--- src/rtl/keypad_scan_ctrl.sv ---
`default_nettype none
// ============================================================================
// Module      : keypad_scan_ctrl
// Description : 4x4 active-low keypad scanner with press/release debounce and
//               single-cycle decoded key strobe.
// Revision    : 1.0 - initial release
// ============================================================================
module keypad_scan_ctrl #(
    parameter int SCAN_DIV     = 1000,
    parameter int DEBOUNCE_CNT = 20000
) (
    input  logic       clk,
    input  logic       reset,
    input  logic [3:0] row,
    output logic [3:0] col,
    output logic [3:0] key_code,
    output logic       key_valid,
    output logic       key_held
);

    localparam int c_DW = (SCAN_DIV > 1)     ? $clog2(SCAN_DIV)     : 1;
    localparam int c_BW = (DEBOUNCE_CNT > 1) ? $clog2(DEBOUNCE_CNT) : 1;
    localparam logic [c_DW-1:0] c_DWELL_LAST = c_DW'(SCAN_DIV - 1);
    localparam logic [c_BW-1:0] c_DEB_LAST   = c_BW'(DEBOUNCE_CNT - 1);
    localparam logic [c_DW-1:0] c_DWELL_ONE  = c_DW'(1);
    localparam logic [c_BW-1:0] c_DEB_ONE    = c_BW'(1);

    localparam logic [1:0] c_ST_SCAN     = 2'd0;
    localparam logic [1:0] c_ST_DEBOUNCE = 2'd1;
    localparam logic [1:0] c_ST_PRESSED  = 2'd2;
    localparam logic [1:0] c_ST_RELEASE  = 2'd3;

    logic [1:0]      r_state,    w_state_nxt;
    logic [1:0]      r_col_idx,  w_col_idx_nxt;
    logic [3:0]      r_row_lat,  w_row_lat_nxt;
    logic [c_DW-1:0] r_dwell,    w_dwell_nxt;
    logic [c_BW-1:0] r_deb,      w_deb_nxt;
    logic [3:0]      r_key_code, w_key_code_nxt;
    logic            r_key_valid, w_key_valid_nxt;
    logic            r_key_held,  w_key_held_nxt;
    logic [3:0]      r_col;

    logic [3:0] w_row_n;
    logic       w_single_low;
    logic [1:0] w_row_idx;

    // A valid press has exactly one row pulled low; more than one is ghosting.
    assign w_row_n      = ~row;
    assign w_single_low = (w_row_n != 4'd0) && ((w_row_n & (w_row_n - 4'd1)) == 4'd0);

    always_comb begin
        w_row_idx = 2'd0;
        case (r_row_lat)
            4'b1101: w_row_idx = 2'd1;
            4'b1011: w_row_idx = 2'd2;
            4'b0111: w_row_idx = 2'd3;
            default: w_row_idx = 2'd0;
        endcase
    end

    always_comb begin
        w_state_nxt     = r_state;
        w_col_idx_nxt   = r_col_idx;
        w_row_lat_nxt   = r_row_lat;
        w_dwell_nxt     = r_dwell;
        w_deb_nxt       = r_deb;
        w_key_code_nxt  = r_key_code;
        w_key_valid_nxt = 1'b0;
        w_key_held_nxt  = r_key_held;
        case (r_state)
            c_ST_SCAN: begin
                if (r_dwell == c_DWELL_LAST) begin
                    w_dwell_nxt = '0;
                    if (w_single_low) begin
                        w_row_lat_nxt = row;
                        w_deb_nxt     = '0;
                        w_state_nxt   = c_ST_DEBOUNCE;
                    end else begin
                        w_col_idx_nxt = r_col_idx + 2'd1;
                    end
                end else begin
                    w_dwell_nxt = r_dwell + c_DWELL_ONE;
                end
            end
            c_ST_DEBOUNCE: begin
                if (row == r_row_lat) begin
                    if (r_deb == c_DEB_LAST) begin
                        w_state_nxt     = c_ST_PRESSED;
                        w_key_valid_nxt = 1'b1;
                        w_key_code_nxt  = {r_col_idx, w_row_idx};
                        w_key_held_nxt  = 1'b1;
                        w_deb_nxt       = '0;
                    end else begin
                        w_deb_nxt = r_deb + c_DEB_ONE;
                    end
                end else begin
                    w_state_nxt = c_ST_SCAN;
                    w_dwell_nxt = '0;
                    w_deb_nxt   = '0;
                end
            end
            c_ST_PRESSED: begin
                if (row == 4'b1111) begin
                    w_state_nxt = c_ST_RELEASE;
                    w_deb_nxt   = '0;
                end
            end
            default: begin
                if (row == 4'b1111) begin
                    if (r_deb == c_DEB_LAST) begin
                        w_state_nxt    = c_ST_SCAN;
                        w_key_held_nxt = 1'b0;
                        w_col_idx_nxt  = r_col_idx + 2'd1;
                        w_dwell_nxt    = '0;
                        w_deb_nxt      = '0;
                    end else begin
                        w_deb_nxt = r_deb + c_DEB_ONE;
                    end
                end else begin
                    w_deb_nxt = '0;
                end
            end
        endcase
    end

    // Column drive is decoded from the next index so it stays a clean register output.
    always_ff @(posedge clk) begin
        if (reset) begin
            r_state     <= c_ST_SCAN;
            r_col_idx   <= 2'd0;
            r_row_lat   <= 4'b1111;
            r_dwell     <= '0;
            r_deb       <= '0;
            r_key_code  <= 4'd0;
            r_key_valid <= 1'b0;
            r_key_held  <= 1'b0;
            r_col       <= 4'b1110;
        end else begin
            r_state     <= w_state_nxt;
            r_col_idx   <= w_col_idx_nxt;
            r_row_lat   <= w_row_lat_nxt;
            r_dwell     <= w_dwell_nxt;
            r_deb       <= w_deb_nxt;
            r_key_code  <= w_key_code_nxt;
            r_key_valid <= w_key_valid_nxt;
            r_key_held  <= w_key_held_nxt;
            r_col       <= ~(4'b0001 << w_col_idx_nxt);
        end
    end

    assign col       = r_col;
    assign key_code  = r_key_code;
    assign key_valid = r_key_valid;
    assign key_held  = r_key_held;

endmodule
`default_nettype wire

--- config.mk ---
export PLATFORM = sky130hd
export DESIGN_NAME = keypad_scan_ctrl
export DESIGN_NICKNAME = d
export VERILOG_FILES = /design/src/rtl/keypad_scan_ctrl.sv
export SDC_FILE = /design/constraint.sdc
export NUM_CORES = 1
export LEC_CHECK = 0
export ABC_CLOCK_PERIOD_IN_PS = 5760
export BUFFER_PORTS_ARGS = -buffer_cell sky130_fd_sc_hd__buf_2
export CAP_MARGIN = 20
export CELL_PAD_IN_SITES_DETAIL_PLACEMENT = 0
export CELL_PAD_IN_SITES_GLOBAL_PLACEMENT = 2
export CORE_MARGIN = 1.5
export CORE_UTILIZATION = 39
export CTS_BUF_LIST = sky130_fd_sc_hd__clkbuf_16
export CTS_CLUSTER_DIAMETER = 150
export DETAILED_ROUTE_END_ITERATION = 8
export GPL_TIMING_DRIVEN = 0
export HOLD_SLACK_MARGIN = 0.06
export MAX_ROUTING_LAYER = met4
export PLACE_DENSITY_LB_ADDON = 0.12
export SETUP_SLACK_MARGIN = 0.05
export SLEW_MARGIN = 20
export SYNTH_ARGS = -nofsm -noshare
export SYNTH_HDL_FRONTEND = slang
export SYNTH_SLANG_ARGS = --single-unit
--- constraint.sdc ---
create_clock -name clk -period 5.76 [get_ports clk]
set_clock_uncertainty 0.15 [all_clocks]
set_input_delay 1.44 -clock clk [delete_from_list [all_inputs] [get_ports clk]]
set_output_delay 1.44 -clock clk [all_outputs]
set_load 0.02 [all_outputs]
# Word level (Yosys, flattened, before mapping)
# Cells that the tools add are included.
classes:
  n_eq_ne: 15
  n_addsub: 4
  n_reduce_logical: 17
  muxes: 32
  multipliers: 0
  div: 0
  n_lt_le_gt_ge: 0
  bitwise: 7
  shifts: 1
ops:
  columns: ["op", "n"]
  rows:
  - ["15-bit two-way mux", 6]
  - ["15-bit one-hot mux with 3 select lines", 1]
  - ["10-bit two-way mux", 4]
  - ["10-bit one-hot mux with 3 select lines", 1]
  - ["2-bit two-way mux", 11]
  - ["15-bit by 1-bit adder with 15-bit output (second input constant)", 1]
  - ["15-bit equality test (second input constant)", 1]
  - ["4-bit equality test (second input constant)", 3]
  - ["2-bit one-hot mux with 3 select lines", 2]
  - ["10-bit by 1-bit adder with 10-bit output (second input constant)", 1]
  - ["10-bit equality test (second input constant)", 1]
  - ["2-bit != test (second input constant)", 5]
  - ["3-bit AND reduction", 3]
  - ["4-bit inverter", 2]
  - ["4-bit AND reduction", 2]
  - ["4-bit nonzero test", 2]
  - ["6-bit AND reduction", 1]
  - ["3-bit nonzero test", 2]
  - ["1-bit two-way mux", 5]
  - ["4-bit bitwise AND", 1]
  - ["4-bit by 3-bit equality test with 1-bit output (second input constant)", 1]
  - ["4-bit equality test", 1]
  - ["4-bit zero test", 1]
  - ["1-bit inverter", 4]
  - ["13 further kinds", 14]
word_totals:
  n_memories: 0
  mem_bits_rw: 0
  rom_bits: 0
  register_bits: 43
  latchBits: 0
  word_cells: 85

# Longest topological paths before layout
depth:
  word_depth: 10
  depth_mapped: 10
  ltp_nobuf: 8

# Worst setup path after synthesis
# Ideal clock, no wire load.
synth_timing:
  path_kind: "input-to-reg"
  start: "input row[3]"
  end: "register r_deb[0]"
  required_ps: 5482
  stages: 9
  arrival_time_ps: 2888
  path_slack_ps: 2594
  path_cell_list: "clkbuf_8 -> xnor2_1 -> o2111ai_1 -> and3_1 -> clkbuf_1 -> o21ai_0 -> nand2_1 -> clkbuf_1 -> nor2_1"
synth_via:
  elab_chain_len: 7
  word_cells_on_any_way: 14
  classes_between: "add/sub: 1; eq/ne: 4; mux: 3; bitwise: 2; reduce/logical: 4"
synth_lines:
  columns: ["item", "line", "rtl"]
  rows:
  - ["start, declared", "14", "input logic [3:0] row,"]
  - ["4-bit inverter", "48", "assign w_row_n = ~row;"]
  - ["4-bit by 1-bit subtractor with 4-bit output", "49", "assign w_single_low = (w_row_n != 4'd0) && ((w_row_n & (w_row_n - 4'd1)) == 4'd0);"]
  - ["4-bit bitwise AND", "49", null]
  - ["4-bit zero test", "49", null]
  - ["1-bit logical AND", "49", null]
  - ["2-bit != test (no line)", null, null]
  - ["3-bit AND reduction (no line)", null, null]
  - ["end signal, assigned", "143", "r_deb <= w_deb_nxt;"]
  - ["end, declared", "37", "logic [c_BW-1:0] r_deb, w_deb_nxt;"]
# Several ways; a longest one is shown, not always the timed one.
# A chain may end at the register's enable or synchronous reset.

# Worst setup path in the final report
layout_timing:
  start: "input row[1]"
  end: "register r_deb[10]"
# Same word-level chain as after synthesis.

==> impl_metrics.py <==
metrics = {
    "status": {
        "outcome": "complete, no violations",
    },
    "sta": {
        "max_freq_mhz": 302,
        "slew_headroom_pct": 52.6,
        "whs_ns": 0.306,
        "tns_ns": 0,
        "setup_ws_ns": 2.45,
        "rsz0062_at_grt": "no",
        "worst_slew_pin_slew_ns": 0.705,
        "layout_min_cycle_time_ns": 3.31,
        "final_hold_viol_count": 0,
        "maxSlewViolCount": 0,
        "setup_violations": 0,
        "final.period_utilization_pct": 57.4,
    },
    "layout": {
        "n_antenna_cell": 0,
        "utilization_pct": 46.6,
        "nets": 299,
        "finalNonFillerCells": 360,
        "syn2layout_area_growth_pct": 14.4,
        "drive_gt1_share_pct": 11.8,
    },
    "clock_network": {
        "h-tree-depth": 2,
        "cts.sinks": 43,
        "path_clk_slew_ns": 0.06,
        "cts_made_buffers": 5,
        "clk_latency_ns": 0.28,
        "cts_tree": "yes",
        "postCtsSetupRepairBufs": 0,
        "cts-hold-fix-buffers": 0,
        "cts_root_buffer": "clkbuf_16",
        "clockBufferDepth": 2,
        "post_cts_resized": 0,
    },
    "synthesis": {
        "synth_top_cell_area_share_pct": 38.1,
        "yosys_most_used_dff": "dfxtp_1",
        "synth_compound_area_share_pct": 15.6,
        "synth_fp_nets": 279,
        "synth-seq-cells": 43,
        "synth.area.mux_share_pct": 1.83,
        "synth_xor_area_share_pct": 6.60,
        "synth.distinct_cells": 49,
        "synthSimpleGateAreaFrac_pct": 31.3,
        "synth_seq_area_share_pct": 38.1,
        "syn_inst": 267,
        "synth.largest_area_cell": "dfxtp_1",
        "synthArstFlopShare_pct": 0,
        "syn-mean-instance-area_um2": 8.45,
        "synth_edf_count": 0,
        "yosys_warnings": 0,
        "netlist_area_mm2": 0.00226,
        "synthAdderAreaFrac_pct": 3.33,
        "synth.area.top_cells": "dfxtp_1 (38%), nand2_1 (5.2%), nor2_1 (4.8%)",
        "synth_top_family_by_area": "simple AND/OR/NAND/NOR gates",
    },
    "setup_path": {
        "cp_common_cell": "clkbuf_1",
        "cp_slowest_cell": "clkbuf_1",
        "worstRegToRegCells": 10,
        "crit_path_max_fanout": 10,
        "crit_arrival_ns": 3.31,
        "path_class": "in2reg",
        "crit_path_start_kind": "input pin",
        "endpoint_kind": "flop",
        "cp.required_ns": 5.77,
        "cp_slowest_stage_delay_ns": 0.37,
        "worstPathCellList": "buf_2 -> nand4_1 -> a22oi_1 -> and3_1 -> clkbuf_1 -> o21ai_0 -> nand2_1 -> clkbuf_1 -> nor2_1",
    },
    "min_path": {
        "worstHoldPathCells": 2,
        "hold_path_class": "reg2reg",
    },
    "floorplan": {
        "rows": 27,
        "fp.dieArea_mm2": 0.00625,
        "die_h_um": 79.1,
        "core_area_mm2": 0.00554,
        "initial_core_util_pct": 40.7,
        "top_level_ports": 16,
        "dieWidth_um": 79.1,
    },
    "placement": {
        "gp_congestion": 0.757,
        "hpwlAfterDp_um": 3840,
        "dp.cells": 352,
        "port_buffers": 13,
        "pre_cts_ws_ns": 2.14,
    },
    "global_route": {
        "grtUsageMet3_pct": 3.79,
        "grt_usage_pct": 18.9,
        "overflow": 0,
        "top_usage_layer": "met1",
        "grt_max_degree": 15,
        "grt_pass1_vias": 1780,
        "grt_pass1_wl_um": 8950,
        "use_met2_pct": 26.3,
        "antenna_found_initial": 0,
        "grt_use_met1_pct": 27.0,
    },
    "detailed_routing": {
        "wl_per_cell_um": 14.5,
        "wl_um": 5210,
        "via_per_inst": 5.44,
        "drc": 0,
        "drt_iter0_drc": 121,
        "via_count": 1960,
        "drt_pre_antenna_iters": 4,
        "final_antenna_net_count": 0,
    },
    "power_and_ir_drop": {
        "p_leak_nw": 0.945,
        "pwr_density_cell_mw_per_mm2": 250,
        "ir_drop_v": 0.000137,
    },
    "job": {
        "drv_cap": 0,
    },
}
-- placed cells by master, fill, tap and decap left out, types with 3 or more instances in the layout --
cell | synthesis | routed
xor2_1 | 6 | 6
nand2b_1 | 4 | 4
nand3_1 | 12 | 12
nor3_1 | 8 | 8
buf_2 | 0 | 13
a311oi_1 | 4 | 4
mux2i_1 | 3 | 3
clkbuf_1 | 6 | 6
nand3b_1 | 6 | 6
nand2_1 | 31 | 31
a21oi_1 | 17 | 17
nor2b_1 | 3 | 3
clkbuf_16 | 0 | 5
inv_1 | 7 | 7
a31oi_1 | 3 | 3
nor2_1 | 29 | 29
ha_1 | 6 | 6
xnor2_1 | 11 | 11
or3_1 | 3 | 3
dfxtp_1 | 43 | 43
nand4_1 | 8 | 8
o21ai_0 | 12 | 12
nor4_1 | 6 | 6
and3_1 | 7 | 7
-- kinds of logic after synthesis --
logic type | count (synthesis)
AOI/OAI and AO/OA | 51
xor gates and xnor gates | 17
adders and majority gates | 6
buffers and inverters | 15
DFF | 43
muxes | 4
and+or+nand+nor | 131
-- state kept, by name, indices dropped and copies added, names as in the netlist --
signal,count
key_code,4
r_row_lat,4
r_dwell,10
r_col_idx,2
r_state,2
col,4
key_held,1
r_deb,15
key_valid,1
-- metal layers --
layer	up-vias	part of all wire [%]	wire length [um]
met4	0	1.0	53
met2	37	42	2170
li1	1009	-	-
met3	5	4.0	206
met1	909	53	2780
met5	-	0	0
-- path summary, 6_finish.rpt --
path	slack (ns)	end	from
setup / recovery	2.45	r_deb[10]$_SDFFE_PP0P_	row[1]
hold / removal	0.31	key_code[3]$_SDFFE_PP0P_	key_code[3]$_SDFFE_PP0P_
setup reg to reg	2.93	r_deb[10]$_SDFFE_PP0P_	r_state[0]$_SDFFE_PP0P_
hold reg to reg	0.31	key_code[3]$_SDFFE_PP0P_	key_code[3]$_SDFFE_PP0P_
-- Yosys cell counts (all sizes together), types with 2 or more instances --
cell / instances
and3: 7
ha: 6
nor4: 7
and4: 2
nand3b: 6
o21ai: 12
nand4: 8
a31oi: 3
clkbuf: 7
nor2: 30
or3: 3
nand2b: 4
or2: 2
nand4b: 2
xor2: 6
mux2i: 3
a311oi: 4
a21oi: 17
nor3: 8
inv: 7
nand2: 31
or4b: 2
o2111ai: 2
dfxtp: 43
nor2b: 3
xnor2: 11
nand3: 12
-- power by group --
part | switching [mW] | internal, mW | leakage, nW
clock | 0.117 | 0.204 | 0.0838
sequential | 0.00167 | 0.299 | 0.347
combinational | 0.0138 | 0.00779 | 0.514
total | 0.133 | 0.511 | 0.945
-- worst max-delay path, delay by kind of cell --
kind	cells	cell delay [ns]
buffers and inverters	3	0.88
and+or+nand+nor	4	0.61
AOI/OAI and AO/OA	2	0.38
-- cell type report --
type	count	area [um2]
Buffer	8	47.5
Clock buffer	5	125
Clock inverter	3	43.8
Fill cell	574	2960
Inverter	7	26.3
Multi-Input combinational cell	209	1320
Sequential cell	43	861
Tap cell	72	90.1
Timing Repair Buffer	13	65.1
-- through the flow --
stage | instance area, um2 | power [mW]
after floorplan | 2260 | 0.321
after detailed placement | 2410 | 0.329
after global routing | 2580 | 0.669
after CTS | 2580 | 0.657
after global placement | 2410 | 0.329
final | 2580 | 0.644
No activity file was read; power rests on OpenSTA's default activity.
